===== src/rtl/rand_delay_ctrl.sv =====
// Randomised one-shot delay: a free-running 7-bit LFSR picks the tick count at each accepted trigger.
// Define RAND_DELAY_MIN_EN to clamp the captured delay to at least MIN_DELAY ticks.
module rand_delay_ctrl #(
  parameter int unsigned MIN_DELAY = 16
) (
  input  logic       clk,
  input  logic       rst,
  input  logic       trigger,
  input  logic       tick,
  input  logic       abort,
  output logic       busy,
  output logic       time_out,
  output logic [6:0] delay_val,
  output logic [6:0] count_rem,
  output logic [6:0] lfsr_out
);

  typedef enum logic [1:0] {
    IDLE  = 2'd0,
    COUNT = 2'd1,
    DONE  = 2'd2
  } state_t;

`ifdef RAND_DELAY_MIN_EN
  localparam bit MIN_EN = 1'b1;
`else
  localparam bit MIN_EN = 1'b0;
`endif
  localparam logic [6:0] FLOOR = 7'(MIN_DELAY);

  state_t     state;
  logic [6:0] cap;

  // Captured value comes from the LFSR as it stands before the capturing edge.
  always_comb begin
    cap = lfsr_out;
    if (MIN_EN && (lfsr_out < FLOOR)) cap = FLOOR;
  end

  // x^7 + x^6 + 1, runs every cycle regardless of FSM state.
  always_ff @(posedge clk or negedge rst) begin
    if (!rst) lfsr_out <= 7'h01;
    else      lfsr_out <= {lfsr_out[5:0], lfsr_out[6] ^ lfsr_out[5]};
  end

  always_ff @(posedge clk or negedge rst) begin
    if (!rst) begin
      state     <= IDLE;
      delay_val <= '0;
      count_rem <= '0;
      busy      <= 1'b0;
      time_out  <= 1'b0;
    end else begin
      time_out <= 1'b0;
      case (state)
        IDLE: begin
          if (trigger) begin
            delay_val <= cap;
            count_rem <= cap;
            busy      <= 1'b1;
            state     <= COUNT;
          end
        end
        COUNT: begin
          if (abort) begin
            busy  <= 1'b0;
            state <= IDLE;
          end else if (tick) begin
            if (count_rem > 7'd1) begin
              count_rem <= count_rem - 7'd1;
            end else begin
              count_rem <= '0;
              time_out  <= 1'b1;
              state     <= DONE;
            end
          end
        end
        DONE: begin
          busy  <= 1'b0;
          state <= IDLE;
        end
        default: begin
          busy  <= 1'b0;
          state <= IDLE;
        end
      endcase
    end
  end

endmodule


===== config.mk =====
export PLATFORM = sky130hd
export DESIGN_NAME = rand_delay_ctrl
export DESIGN_NICKNAME = d
export VERILOG_FILES = /design/src/rtl/rand_delay_ctrl.sv
export SDC_FILE = /design/constraint.sdc
export NUM_CORES = 1
export LEC_CHECK = 0
export BUFFER_PORTS_ARGS = -buffer_cell sky130_fd_sc_hd__buf_2
export CAP_MARGIN = 20
export CELL_PAD_IN_SITES_DETAIL_PLACEMENT = 1
export CELL_PAD_IN_SITES_GLOBAL_PLACEMENT = 1
export CORE_MARGIN = 2
export CORE_UTILIZATION = 46
export CTS_BUF_LIST = sky130_fd_sc_hd__clkbuf_8
export CTS_CLUSTER_DIAMETER = 150
export DETAILED_ROUTE_END_ITERATION = 8
export GPL_TIMING_DRIVEN = 1
export HOLD_SLACK_MARGIN = 0.02
export PLACE_DENSITY = 0.95
export SLEW_MARGIN = 40
export SYNTH_ARGS = -nofsm -noshare
export SYNTH_HDL_FRONTEND = slang
export SYNTH_SLANG_ARGS = --single-unit

===== constraint.sdc =====
create_clock -name clk -period 4.65 [get_ports clk]
set_input_delay 0.2325 -clock clk [delete_from_list [all_inputs] [get_ports clk]]
set_output_delay 0.2325 -clock clk [all_outputs]
set_load 0.02 [all_outputs]

==> reports/summary.txt <==
outcome -> completed
via density per instance -> 6.01
global-route wire length before repair -> 4730 microns
width of the die -> 54.3 microns
largest area contributor in the netlist -> dfrtp_1
final WL -> 3110 microns
Crit Path Category -> reg2reg
DR WL/cell -> 20.1 microns
clock skew -> 3.81 ps
DRC viols -> 0
later-pin clock latency in the skew report -> 270 ps
DRT iter0 DRCs -> 17
IO Port Bufs -> 27
Detailed Routing Iterations Pass 1 -> 4
CP Data Required Time -> 4790 ps
synthesized flop and latch total -> 25
Cell Chain, Critical Path -> inv_1 > ha_1 > nor3b_1 > nand2_1 > a2111oi_1 > a21oi_1
crit path capture type -> flip-flop
total CTS buffers -> 3
critical path depth in cells -> 6
DIE AREA -> 2950 sq um
P_leak -> 0.683 nW
via count -> 931
endpoints failing setup -> 0
total negative setup slack -> 0 ps
Final Cycle Share -> 43.7%
Die H -> 54.3 microns
Crit-path slowest cell -> nor3b_1
r2r endpoint -> count_rem[6]
CP startpoint kind -> flip-flop
area share of the largest cell type after synthesis -> 51.7%
Crit. Startpoint -> count_rem[0]
critical path arrival -> 2170 ps
initial antenna violation count -> 0
GR Layer Usage met2 -> 37.3%
Rel. slew slack -> 61.4%
Synth Instances -> 96
GR peak layer -> met2
RSZ-0062 raised after global routing -> false
final hold vios -> 0
# H-tree levels -> 1
HP Class -> in2reg
CTS max path bufs -> 2
clock sinks -> 25
Overall Global Routing Usage -> 23.6%
worst slew pin tran -> 579 ps
Initial Utilization -> 47.8%
core area -> 2430 sq um
Worst Hold Path Cells -> 2
number of global-route vias before repair -> 933
Buffers & Inverters on Critical Path -> 1
Nets -> 133
io pins -> 28
diode count -> 0
Mapped Avg Cell Area -> 12.1 sq um
sequential cell area fraction in the yosys report -> 53.9%
area of the multi-input gates -> 502 sq um
clock root cell -> clkbuf_8
final std cells w/o fill -> 155
CP delay by family, top -> simple AND/OR/NAND/NOR gates
max-cap violation count -> 0
Fillers -> 274
Final Slew Violations -> 0
share of cells above drive strength 1 -> 36.8%
clk slew on worst S/H paths -> 90 ps
R2R depth -> 6
Max stage delay on crit path -> 480 ps
Netlist Area Pre-Place -> 1160 sq um
worst reg2reg startpoint -> count_rem[0]
num rows -> 18
met1 Usage GRT -> 30.2%
gpl congestion -> 0.867
maximum fanout along the worst path -> 7
total grt overflow -> 0
min Tclk post-route -> 2030 ps
largest cells by area after synthesis -> dfrtp_1 (52%), mux2_2 (6.8%), o21a_1 (3.9%), o32a_1 (2.6%), nand2_1 (2.6%)
Post-DRT Antenna Nets -> 0
Setup crit end -> count_rem[6]
DP HPWL -> 2170 microns
fmax -> 492 MHz
met3 Use GR -> 2.73%
area grow syn2layout -> 18.3%
dpl cells -> 150
largest net degree at the start of global routing -> 26
VDD IR-drop max -> 273 uV
syn nets -> 103
FF/Latch Area -> 627 sq um
synth warn -> 0
Worst R2R Setup Slack -> 2620 ps
post-synthesis cell type count -> 36
CTS tree -> built
PwrDens -> 500 nW/um^2
==> cells in the mapped netlist <==
master	count
o21a_1	6
o31ai_1	2
a211oi_1	2
mux2_2	7
nand3b_2	1
buf_6	1
o21bai_1	1
xor2_1	1
nand2_1	8
a21o_1	1
a2bb2oi_1	1
o31a_1	2
a311oi_1	1
nor4_4	1
nor2_1	3
a21boi_0	1
a31oi_1	1
clkbuf_1	2
nand2b_1	2
and2_2	1
nor3_1	3
nand3_1	1
o32a_1	3
nor3b_1	2
or3b_2	1
ha_1	2
a21oi_4	1
dfrtp_1	24
inv_1	4
and4b_1	1
and3_4	1
a21oi_1	4
a2111oi_1	1
o311ai_0	1
nor2_2	1
dfstp_2	1
==> cells by family after synthesis <==
family | share of synthesized area, %
buf+inv | 2.91
flops | 53.9
fa+ha+maj | 2.15
xor+xnor | 0.754
simple gates | 14.2
compound gates | 19.3
mux | 6.78
==> cell usage in the layout (no fill, tap or decap), types with 2 or more instances in the layout <==
master and instances:
a211oi_1 2, a21oi_1 4, buf_2 27, clkbuf_8 3, dfrtp_1 24, ha_1 2
inv_1 4, mux2_2 7, nand2_1 8, nand2b_1 2, nor2_1 3, nor3_1 3
nor3b_1 2, o21a_1 6, o31a_1 2, o31ai_1 2, o32a_1 3
==> how the worst min path moves through the flow <==
| stage | start | end | slack [ps] |
|---|---|---|---|
| 2_1_floorplan | rst | busy | -60 |
| 3_3_place_gp | rst | delay_val[5] | 240 |
| 3_5_place_dp | rst | lfsr_out[6] | 250 |
| 4_1_cts | abort | state[1] | 160 |
| 5_1_grt | abort | state[1] | 180 |
| 6_report | abort | state[1] | 170 |
==> stage by stage <==
step                      instance area, sq um  utilization [%]  hold slack (ps)  setup WS, ps  power, mW
after global placement                    1320             54.1              241          2870      0.535
final                                     1380             56.5              172          2620      0.688
after floorplan                           1160                -            -63.1          2970      0.469
after global routing                      1380             56.5              178          2450      0.727
after CTS                                 1380             56.5              163          2660      0.690
after detailed placement                  1320             54.1              252          2770      0.550
==> state kept, by name, indices dropped and copies added (netlist names) <==
name	cells
state	2
lfsr_out	7
time_out	1
delay_val	7
count_rem	7
busy	1
==> cell type report <==
cell class / instances / area share, %
timing repair buffer: 28 / 10.6
clock inverter: 1 / 0.546
inverter: 4 / 1.09
tap: 30 / 2.73
sequential: 25 / 45.6
clock buffer: 3 / 3.00
multi-input combinational: 64 / 36.5
==> power breakdown <==
part	internal (mW)	total, mW	leakage (nW)	switching [mW]
Combinational	0.0953	0.245	0.336	0.149
Clock	0.0608	0.133	0.0217	0.0717
Sequential	0.251	0.311	0.325	0.0601
Total	0.407	0.688	0.683	0.281
==> layer usage <==
| metal | routed length [microns] | share of wire, % |
|---|---|---|
| met1 | 1400 | 45 |
| met4 | 144 | 4.6 |
| met5 | 0 | 0 |
| met3 | 92 | 3.0 |
| met2 | 1480 | 47 |
==> timing repair <==
action                    in CTS  in global routing
hold endpoints to repair      24                  0
hold buffers                   1                  0
buffers inserted               0                  0
resized for setup              0                  0
No activity file was read; power rests on OpenSTA's default activity.
